--- config.mk ---
export PLATFORM = sky130hd
export DESIGN_NAME = bkg_scroll_fetch
export DESIGN_NICKNAME = d
export VERILOG_FILES = /design/src/rtl/bkg_pkg.sv /design/src/rtl/bkg_scroll_ctrl.sv /design/src/rtl/bkg_scroll_fetch.sv
export SDC_FILE = /design/constraint.sdc
export NUM_CORES = 1
export LEC_CHECK = 0
export CORE_MARGIN = 2
export CORE_UTILIZATION = 30
export DETAILED_ROUTE_END_ITERATION = 6
export PLACE_DENSITY = 0.7
export SLEW_MARGIN = 20
export SYNTH_ARGS = -nofsm -noshare
export SYNTH_HDL_FRONTEND = slang
export SYNTH_SLANG_ARGS = --single-unit
--- constraint.sdc ---
create_clock -name Clk -period 1.98 [get_ports Clk]
set_clock_uncertainty 0.05 [all_clocks]
set_input_delay 0.297 -clock Clk [delete_from_list [all_inputs] [get_ports Clk]]
set_output_delay 0.297 -clock Clk [all_outputs]
set_load 0.005 [all_outputs]
--- src/rtl/bkg_pkg.sv ---
// Shared definitions for the background fetch path: image geometry, fetch
// pipeline depth, scroll FSM states and a wrap-around row adder.
package bkg_pkg;

    localparam int IMG_W     = 160;
    localparam int IMG_H     = 160;
    localparam int BKG_DEPTH = IMG_W * IMG_H;
    localparam int ADDR_W    = 15;
    localparam int RGB_W     = 24;
    localparam int PIPE_LAT  = 3;

    typedef enum logic [1:0] {
        IDLE,
        PENDING,
        APPLY
    } scroll_state_t;

    // Operands are each below IMG_H, or at most 255 for a raw delta, so one
    // conditional subtract always lands back in 0..IMG_H-1.
    function automatic logic [7:0] mod_h_add(input logic [7:0] a, input logic [7:0] b);
        logic [8:0] sum;
        sum = {1'b0, a} + {1'b0, b};
        if (sum >= 9'(IMG_H)) begin
            sum = sum - 9'(IMG_H);
        end
        return sum[7:0];
    endfunction

endpackage

--- src/rtl/bkg_scroll_ctrl.sv ---
// Vertical scroll controller: queues scroll requests and commits them to the
// offset only at the start of vertical sync. Present only with BKG_SCROLL_EN.
`ifdef BKG_SCROLL_EN
module bkg_scroll_ctrl
    import bkg_pkg::*;
(
    input  logic       Clk,
    input  logic       Reset_n,
    input  logic       vs_in,
    input  logic       scroll_req,
    input  logic [7:0] scroll_delta,
    output logic [7:0] offset,
    output logic       scroll_ack,
    output logic       scroll_busy
);

    scroll_state_t state, state_next;
    logic [7:0]    pending, pending_next, offset_next;
    logic [7:0]    delta_mod;
    logic          vs_d, vs_fall;

    assign delta_mod = mod_h_add(scroll_delta, 8'd0);
    assign vs_fall   = vs_d & ~vs_in;

    always_ff @(posedge Clk or negedge Reset_n) begin
        if (!Reset_n) begin
            state   <= IDLE;
            pending <= '0;
            offset  <= '0;
            vs_d    <= 1'b1;
        end else begin
            state   <= state_next;
            pending <= pending_next;
            offset  <= offset_next;
            vs_d    <= vs_in;
        end
    end

    // A request in the same cycle as the vsync edge is folded into pending
    // before APPLY, and one arriving during APPLY opens a fresh pending.
    always_comb begin
        state_next   = state;
        pending_next = pending;
        offset_next  = offset;
        scroll_ack   = 1'b0;
        scroll_busy  = 1'b0;
        case (state)
            IDLE: begin
                if (scroll_req) begin
                    pending_next = delta_mod;
                    state_next   = PENDING;
                end
            end
            PENDING: begin
                scroll_busy = 1'b1;
                if (scroll_req) begin
                    pending_next = mod_h_add(pending, delta_mod);
                end
                if (vs_fall) begin
                    state_next = APPLY;
                end
            end
            APPLY: begin
                scroll_ack  = 1'b1;
                offset_next = mod_h_add(offset, pending);
                state_next  = IDLE;
                if (scroll_req) begin
                    pending_next = delta_mod;
                    state_next   = PENDING;
                end
            end
            default: state_next = IDLE;
        endcase
    end

endmodule
`endif

--- src/rtl/bkg_scroll_fetch.sv ---
// Background pixel fetch: DrawX/DrawY -> 4x upscaled RAM address with vertical
// scroll, registered RAM data -> RGB, syncs delayed to match. BKG_SCROLL_EN adds scrolling.
module bkg_scroll_fetch
    import bkg_pkg::*;
(
    input  logic              Clk,
    input  logic              Reset_n,
    input  logic [9:0]        DrawX,
    input  logic [9:0]        DrawY,
    input  logic              blank_n,
    input  logic              hs_in,
    input  logic              vs_in,
    input  logic              scroll_req,
    input  logic [7:0]        scroll_delta,
    output logic              scroll_ack,
    output logic              scroll_busy,
    output logic [ADDR_W-1:0] read_address,
    input  logic [RGB_W-1:0]  ram_data,
    output logic [7:0]        Red,
    output logic [7:0]        Green,
    output logic [7:0]        Blue,
    output logic              hs_out,
    output logic              vs_out
);

    logic [7:0]          col, vrow, row;
    logic [ADDR_W-1:0]   addr_next;
    logic [PIPE_LAT-1:0] hs_pipe, vs_pipe, blank_pipe;
    logic                unused_low_bits;

    assign col             = DrawX[9:2];
    assign vrow            = DrawY[9:2];
    assign unused_low_bits = ^{DrawX[1:0], DrawY[1:0]};

`ifdef BKG_SCROLL_EN
    logic [7:0] offset;

    bkg_scroll_ctrl u_scroll_ctrl (
        .Clk          (Clk),
        .Reset_n      (Reset_n),
        .vs_in        (vs_in),
        .scroll_req   (scroll_req),
        .scroll_delta (scroll_delta),
        .offset       (offset),
        .scroll_ack   (scroll_ack),
        .scroll_busy  (scroll_busy)
    );

    assign row = mod_h_add(vrow, offset);
`else
    logic unused_scroll;

    assign row           = vrow;
    assign scroll_ack    = 1'b0;
    assign scroll_busy   = 1'b0;
    assign unused_scroll = ^{scroll_req, scroll_delta};
`endif

    // row*160 as two shifts keeps the multiplier out of the pixel path.
    assign addr_next = (ADDR_W'(row) << 7) + (ADDR_W'(row) << 5) + ADDR_W'(col);

    // blank_n is taken one stage early because the RGB register itself is the last stage.
    always_ff @(posedge Clk or negedge Reset_n) begin
        if (!Reset_n) begin
            read_address <= '0;
            hs_pipe      <= '1;
            vs_pipe      <= '1;
            blank_pipe   <= '0;
            Red          <= '0;
            Green        <= '0;
            Blue         <= '0;
        end else begin
            read_address <= addr_next;
            hs_pipe      <= {hs_pipe[PIPE_LAT-2:0], hs_in};
            vs_pipe      <= {vs_pipe[PIPE_LAT-2:0], vs_in};
            blank_pipe   <= {blank_pipe[PIPE_LAT-2:0], blank_n};
            if (blank_pipe[PIPE_LAT-2]) begin
                Red   <= ram_data[23:16];
                Green <= ram_data[15:8];
                Blue  <= ram_data[7:0];
            end else begin
                Red   <= '0;
                Green <= '0;
                Blue  <= '0;
            end
        end
    end

    assign hs_out = hs_pipe[PIPE_LAT-1];
    assign vs_out = vs_pipe[PIPE_LAT-1];

endmodule

# Yosys cells after proc, flatten, opt, wreduce, memory -nomap -nowiden
# Cells that the tools add are included.
[word_totals] wordCells=12 inputBits=58 output_inout_bits=43 register_bits=47
[classes] mux=3 add_sub_neg=2
[op_table] cell="2-to-1 mux 8 bit" count=3
[op_table] cell="adder 15 x 13 -> 15 bit" count=1
[op_table] cell="adder 15 x 8 -> 15 bit" count=1

# Longest topological paths before layout
# Gate-level depths: netlist of the first run.
[depth] ltp_word=2 mapped_depth=8 mapped_depth_nobuf=8

# Worst setup path before layout of the first run
# No wires, ideal clock.
[synth_timing] path_kind="input -> register" start="input DrawX[9]" end="register read_address[13]" setup_slack_ns=-0.290 setup_ns=0.131 n_path_buf=0 stages=8 required_ns=1.799 arrival_ns=2.089 cell_sequence="inv_1 > fa_1 > inv_1 > ha_1 > a211oi_1 > nor3_2 > mux2i_1 > or3_1"
[synth_via] elab_chain_len=1
[synth_rtl] item="start: declaration" line="bkg_scroll_fetch.sv:8" text="input logic [9:0] DrawX,"
[synth_rtl] item="adder 15 x 8 -> 15 bit" line="bkg_scroll_fetch.sv:60" text="assign addr_next = (ADDR_W'(row) << 7) + (ADDR_W'(row) << 5) + ADDR_W'(col);"
[synth_rtl] item="via addr_next[13]" line="bkg_scroll_fetch.sv:27" text="logic [ADDR_W-1:0] addr_next;"
[synth_rtl] item="end signal: assignment" line="bkg_scroll_fetch.sv:73" text="read_address <= addr_next;"
[synth_rtl] item="end: declaration" line="bkg_scroll_fetch.sv:17" text="output logic [ADDR_W-1:0] read_address,"
# The timed path passes the listed nets, and every way through them passes these cells.

# Worst setup path after layout of the first run
[layout_timing] start="input DrawY[5]" end="register read_address[13]"
[layout_via] elab_chain_len=2
[layout_rtl] item="start: declaration" line="bkg_scroll_fetch.sv:9" text="input logic [9:0] DrawY,"
[layout_rtl] item="adder 15 x 13 -> 15 bit" line="bkg_scroll_fetch.sv:60"
[layout_rtl] item="adder 15 x 8 -> 15 bit" line="bkg_scroll_fetch.sv:60"
[layout_rtl] item="via addr_next[13]" line="bkg_scroll_fetch.sv:27"
# The timed path passes the listed nets, and every way through them passes these cells.

==> out/results.md, run 1 <==
* 48 — maximum number of pins on one net before global-route repair
* 11.91 microns — Routed WL per cell
* 5921 sq um — Placeable Area
* 0.5163 GHz — Achievable Freq
* 0 — Inserted Diodes
* 85 — PortBufs
* 736.0 nW/um^2 — Cell Pwr Density
* 320 — net total in the final layout
* 101 — number of top-level pins
* 5816 microns — wire length of the first global-routing pass
* 1,315 — number of global-route vias before repair
* 0 ns — accumulated negative setup slack
* flop — type of element capturing the critical path
* 0.6892 — GPL Wtd Cong
* 0 — Yosys warnings
* 1.403 nW — Static Leak
* 22.86% — fraction of final layout cells with drive strength greater than 1
* DrawY[5] — start point of the critical path
* 82.25 microns — floorplan die height
* clkbuf_8 — cell at the root of the clock tree
* 97.82% — final worst path period share
* 4.150 — per-cell via count in the routed design
* 72.07% — area added between synthesis and finish
* 64.44% — sequential element share of the synthesized area
* 135 — number of standard cells after synthesis
* 0 — final-report max-slew violation count
* 0 — count of endpoints failing hold in the final timing report
* 0.3600 mV — peak ir drop on the vdd network
* primary input to flop — type of the tightest min-delay check
* 2836 microns — post-detail-place hpwl
* 1184 sq um — area of all sequential standard cells
* 0 — number of setup violations in the final report
* 0 — number of DRC violations after detailed routing
* ha_1 — CP most frequent cell
* 1837 sq um — synthesized cell area
* 721.9 sq um — area used by multi-input combinational logic
* 4 — 1st-pass router iterations
* 4.019% — synthesized-area fraction occupied by ao, oa, aoi and oai cells
* 3810 microns — final WL
* 100.0% — Async S/R FF share, synth
* 0 — number of nets with antenna violations after routing
* complete, no violations — status
* 31.02% — Starting Density
* 27 — count of different cell masters after synthesis
* 506 — number of inserted filler cells in the final layout
* read_address[13] — CP Capture Point
* blank_pipe[1] — Reg-to-Reg Start
* dfrtp_1 — Most used DFF post-synth
* 0 — total global routing overflow
* 3161 sq um — total non-filler cell area in the finished layout
* 47 — clk sinks
* 2 — maximum fanout encountered on the critical timing path
* 0.28 ns — clk_lat worst skew
* 11.85% — simple-gate share of the synthesized area
* primary input — CP Launch Type
* 2 — H-tree levels
* 11.52% — Overall Global Routing Usage
* 2.861% — XOR/XNOR share of the synthesized area
* primary input to flop — critical path class
* 1,328 — via total after detailed routing
* 2 — number of buffers on the longest clock path
* 13.61 sq um — post-synthesis average cell area
* 1.937 ns — min cycle time layout
* 1 — logic depth of the worst register-to-register path
* 12.40% — adder-cell share of the synthesized area
* 0 — EDFF count, synth
* built — TritonCTS clock tree
* clkdlybuf4s50_1, ha_1, ha_1, o21ai_2, nor3_2, mux2i_1, or3_1 — crit-path cells
* Green[7] — worst reg2reg path endpoint
* 0 — number of maximum-capacitance constraint violations
* adder cells — main combinational cell family by area after synthesis
* 82.25 microns — die width
* 5 — number of buffers inserted during clock tree synthesis
* 0 — antenna violations before repair
* 1 — Buf+Inv Stages, Crit Path
* 2.10 ns — critical path required time
* 19 — Iteration-0 DRC Markers
* 1.00 ns — Worst R2R Setup Slack
* 1.158% — share of synthesized area spent on multiplexers
* 0.07 ns — clock transition at the register clock pins on the worst setup and hold paths after CTS
* 47 — flops & latches, synth
* adder cells — kind of cell with the highest combined delay on the critical path
* 0.49 ns — highest cell delay on the worst timing path
* 6764 sq um — die area
* 28 — number of rows created at floorplan
* 2.05 ns — CP Data Arrival Time
* 7 — CP Depth
* 2944 sq um — post-placement cell area
* clkdlybuf4s50_1 — standard cell with the maximum stage delay on the critical path
## metrics by stage
stage / setup WS [ns] / std cells / power [mW] / util [%] / hold slack [ns]
6_report: 0.04309 / 320 / 2.326 / 53.38 / 0.1770
2_1_floorplan: -0.06949 / 136 / 1.278 / - / -0.04859
4_1_cts: 0.008334 / 320 / 2.350 / 52.85 / 0.1998
3_3_place_gp: -0.7212 / 311 / 1.634 / 49.73 / 0.2447
5_1_grt: -0.01599 / 320 / 2.457 / 53.38 / 0.1746
3_5_place_dp: -0.7544 / 311 / 1.641 / 49.73 / 0.2489
## cell usage after synthesis (2+ instances only)
| master | n | area [sq um] |
|---|---|---|
| dfrtp_1 | 41 | 1026 |
| and2_1 | 24 | 150.1 |
| ha_1 | 15 | 187.7 |
| inv_1 | 9 | 33.78 |
| a21oi_1 | 7 | 35.03 |
| dfstp_2 | 6 | 157.7 |
| xnor2_1 | 5 | 43.79 |
| nor2_1 | 4 | 15.01 |
| buf_4 | 2 | 15.01 |
| clkbuf_1 | 2 | 7.510 |
| fa_1 | 2 | 40.04 |
| nand2b_1 | 2 | 12.51 |
| o21ai_0 | 2 | 10.01 |
## placed cells by master (no fill, tap or decap), types with 2 or more instances in the layout
cell type | Yosys | layout
ha_4 | 0 | 5
inv_1 | 9 | 6
clkbuf_8 | 0 | 5
conb_1 | 1 | 2
nor2_1 | 4 | 4
and2_1 | 24 | 24
inv_2 | 0 | 2
a21oi_2 | 0 | 2
buf_4 | 2 | 19
dfrtp_1 | 41 | 41
dfstp_2 | 6 | 6
xnor2_1 | 5 | 5
a21oi_1 | 7 | 4
clkdlybuf4s50_1 | 0 | 79
buf_2 | 0 | 2
ha_1 | 15 | 9
buf_6 | 0 | 2
## registers in the layout, indices dropped and copies added, names as in the netlist
| name | flops |
|---|---|
| read_address | 15 |
| Blue | 8 |
| Green | 8 |
| Red | 8 |
| hs_pipe | 3 |
| vs_pipe | 3 |
| blank_pipe | 2 |
## how the worst min path moves through the flow
stage               startpoint              end  cells after the start
floorplan              Reset_n          Blue[0]                      0
detailed placement     Reset_n         Green[1]                      2
finish                DrawY[2]  read_address[5]                      2
CTS                   DrawY[2]  read_address[5]                      2
global placement       Reset_n         Green[1]                      2
global route          DrawY[2]  read_address[5]                      2
## cells by family (layout without fill, tap and decap cells)
kind of cell    count (synthesis)  after routing
flops                          47             47
simple gates                   36             36
fa+ha+maj                      17             17
compound gates                 13             13
buf+inv                        13            122
xor+xnor                        6              6
mux                             2              2
other cells                     1              2
## power by group
group          internal, mW  total, mW  switching, mW
registers              1.05       1.08         0.0262
logic                 0.384      0.601          0.217
clock network         0.370      0.650          0.280
## per-layer routing
metal  vias up  global-route usage, %  routed length (microns)
met2        58                  20.56                     1902
li1        649                      -                        -
met1       617                  12.34                     1536
met5         -                      0                        0
met3         4                  3.152                      305
met4         0                  6.000                       65
## layout make-up
type                       count  area share [%]
sequential                    47           37.45
inverter                       9           1.306
clock inverter                 1          0.9501
tap                           75           2.969
timing repair buffer         106           32.19
clock buffer                   6           2.296
multi-input combinational     76           22.84
## what timing repair did
item                                   CTS  global route
resized for setup                       24             6
hold buffers                             1             0
setup endpoints to repair                8             2
endpoints found under the hold margin   41             0
setup buffers                            1             0
pin swaps                               11             9
No activity file was read; power rests on OpenSTA's default activity.
==> run 2: changes to the inputs <==
--- a/config.mk
+++ b/config.mk
@@ -8,7 +8,6 @@
 export CORE_MARGIN = 2
 export CORE_UTILIZATION = 30
 export DETAILED_ROUTE_END_ITERATION = 6
-export PLACE_DENSITY = 0.7
 export SLEW_MARGIN = 20
 export SYNTH_ARGS = -nofsm -noshare
 export SYNTH_HDL_FRONTEND = slang
==> run 2 against run 1 <==
Combinational power shrank 1%. Global-route usage grew 0.74 points. Final area shrank 0.87%. Worst hold slack gained 0.061 ns. Critical path depth grew 2. Clock power shrank 12%. Final cell count grew 0.63%. Utilization shrank 0.46 points. Setup slack gained 0.028 ns. Non-clock buffer count grew 1. Total power shrank 3.5%.
==> out/results.md, run 2 (same netlist as run 1, synthesis figures left out) <==
* complete, no violations — status
* 0 — number of DRC violations after detailed routing
* 321 — net total in the final layout
* adder cells — kind of cell with the highest combined delay on the critical path
* 0 — number of setup violations in the final report
* 31.02% — Starting Density
* 6154 microns — wire length of the first global-routing pass
* 2 — hold path depth
* 0.5492 ns — actual transition at the worst max-transition pin
* primary input — CP Launch Type
* 70.57% — area added between synthesis and finish
* 1,342 — number of global-route vias before repair
* 47 — clk sinks
* fa_1 — standard cell with the maximum stage delay on the critical path
* -0.7302 ns — Post-Place Setup Slack
* 85 — PortBufs
* 0 — Inserted Diodes
* 3 — 1st-pass router iterations
* 0 — number of nets with antenna violations after routing
* 313 — cell count after placement
* 0 — postcts setup bufs
* clkdlybuf4s50_1 — most common library cell in the layout ignoring fill and taps
* 0.3059 mV — peak ir drop on the vdd network
* 63.39% — worst slew margin relative to its limit
* 28 — number of rows created at floorplan
* 0 — total global routing overflow
* flop — type of element capturing the critical path
* 1,345 — via total after detailed routing
* 15 — flip-flop count of the largest register after layout
* 4056 microns — final WL
* 3239 microns — post-detail-place hpwl
* 2 — maximum fanout encountered on the critical timing path
* 716.9 nW/um^2 — Cell Pwr Density
* 322 — count of placed standard cells in the final layout, fillers left out
* 2.246 mW — sum of internal, switching and leakage power
* 0.5238 GHz — Achievable Freq
* 4.177 — per-cell via count in the routed design
* 5921 sq um — Placeable Area
* 101 — number of top-level pins
* 1184 sq um — area of all sequential standard cells
* 3 — Buf+Inv Stages, Crit Path
* 24.29% — fraction of final layout cells with drive strength greater than 1
* 2.03 ns — CP Data Arrival Time
* 12.26% — Overall Global Routing Usage
* 0.07075 ns — setup slack of the critical path after layout
* 0.99 ns — Worst R2R Setup Slack
* 82.25 microns — die width
* 6764 sq um — die area
* 2 — H-tree levels
* 78 x clkdlybuf4s50_1, 41 x dfrtp_1, 24 x and2_1, 20 x buf_4, 8 x ha_1 — top library cells by usage in the layout, fill and taps aside
* 22 — Iteration-0 DRC Markers
* 0.6645 — GPL Wtd Cong
* 96.43% — final worst path period share
* primary input to flop — critical path class
* 26 — maximum number of pins on one net before global-route repair
* 0.08 ns — clock transition at the register clock pins on the worst setup and hold paths after CTS
* 1.402 nW — Static Leak
* buf_2, inv_8, fa_1, inv_2, ha_4, a211oi_4, nor3_2, mux2i_1, or3_1 — crit-path cells
* 0 — final-report max-slew violation count
* 0.29 ns — clk_lat worst skew
* 9 — CP Depth
* 12.60 microns — Routed WL per cell
* clkbuf_8 — cell at the root of the clock tree
* 1.909 ns — min cycle time layout
* 0 ns — accumulated negative setup slack
* 0 — antenna violations before repair
* 2.10 ns — critical path required time
* 716.9 sq um — area used by multi-input combinational logic
* 0 — count of endpoints failing hold in the final timing report
* 2 — number of buffers on the longest clock path
* 82.25 microns — floorplan die height
* 5 — number of buffers inserted during clock tree synthesis
* built — TritonCTS clock tree
* 535 — number of inserted filler cells in the final layout
* primary input to flop — type of the tightest min-delay check
* 0.53 ns — highest cell delay on the worst timing path
* 1 — logic depth of the worst register-to-register path
* no — unrepaired setup endpoints after global routing
* 0 — number of maximum-capacitance constraint violations
* read_address — register with the most flip-flops
==> run 2: final timing paths <==
kind | start | to
worst min-delay path | DrawX[7] | read_address[5]
worst max-delay path | DrawY[4] | read_address[13]
min in group asynchronous | Reset_n | read_address[1]
worst max register to register | blank_pipe[1] | Red[0]
max in group asynchronous | Reset_n | Green[5]
worst min register to register | vs_pipe[1] | vs_pipe[2]
==> run 2: final cells by class <==
cell class              count  share of cell area [%]
flip-flops and latches     47                   37.78
repair buffers            107                   32.11
clock inverters             1                  0.1597
multi-input cells          76                   22.88
clock buffers               7                   2.756
inverters                   9                   1.318
well taps                  75                   2.995
==> run 2: report_power, final <==
part           switching [mW]  internal (mW)
sequential             0.0328           1.05
clock                   0.287          0.282
combinational           0.215          0.380
==> run 2: metrics by stage <==
| stage | area, sq um | hold slack [ns] | util (%) |
|---|---|---|---|
| 6_report | 3133 | 0.2376 | 52.92 |
| 5_1_grt | 3133 | 0.2349 | 52.92 |
| 4_1_cts | 3073 | 0.3066 | 51.90 |
| 3_5_place_dp | 2947 | 0.2622 | 49.77 |
| 3_3_place_gp | 2947 | 0.2562 | 49.77 |
| 2_1_floorplan | 1872 | -0.04859 | - |
==> run 2: per-layer routing <==
layer | up-vias | routed length (microns) | part of all wire (%) | GRT usage [%]
met5 | - | 0 | 0 | 0
met4 | 0 | 52 | 1.3 | 4.500
met3 | 7 | 419 | 10 | 3.478
met2 | 66 | 1893 | 47 | 21.69
met1 | 621 | 1691 | 42 | 14.01
li1 | 651 | - | - | -
==> run 2: what timing repair did <==
action / 4_1_cts / 5_1_grt
endpoints found under the hold margin: 17 / 0
endpoints found under the setup margin: 8 / 4
gates resized for setup: 16 / 18
pin swaps: 10 / 13
hold buffers: 1 / 0
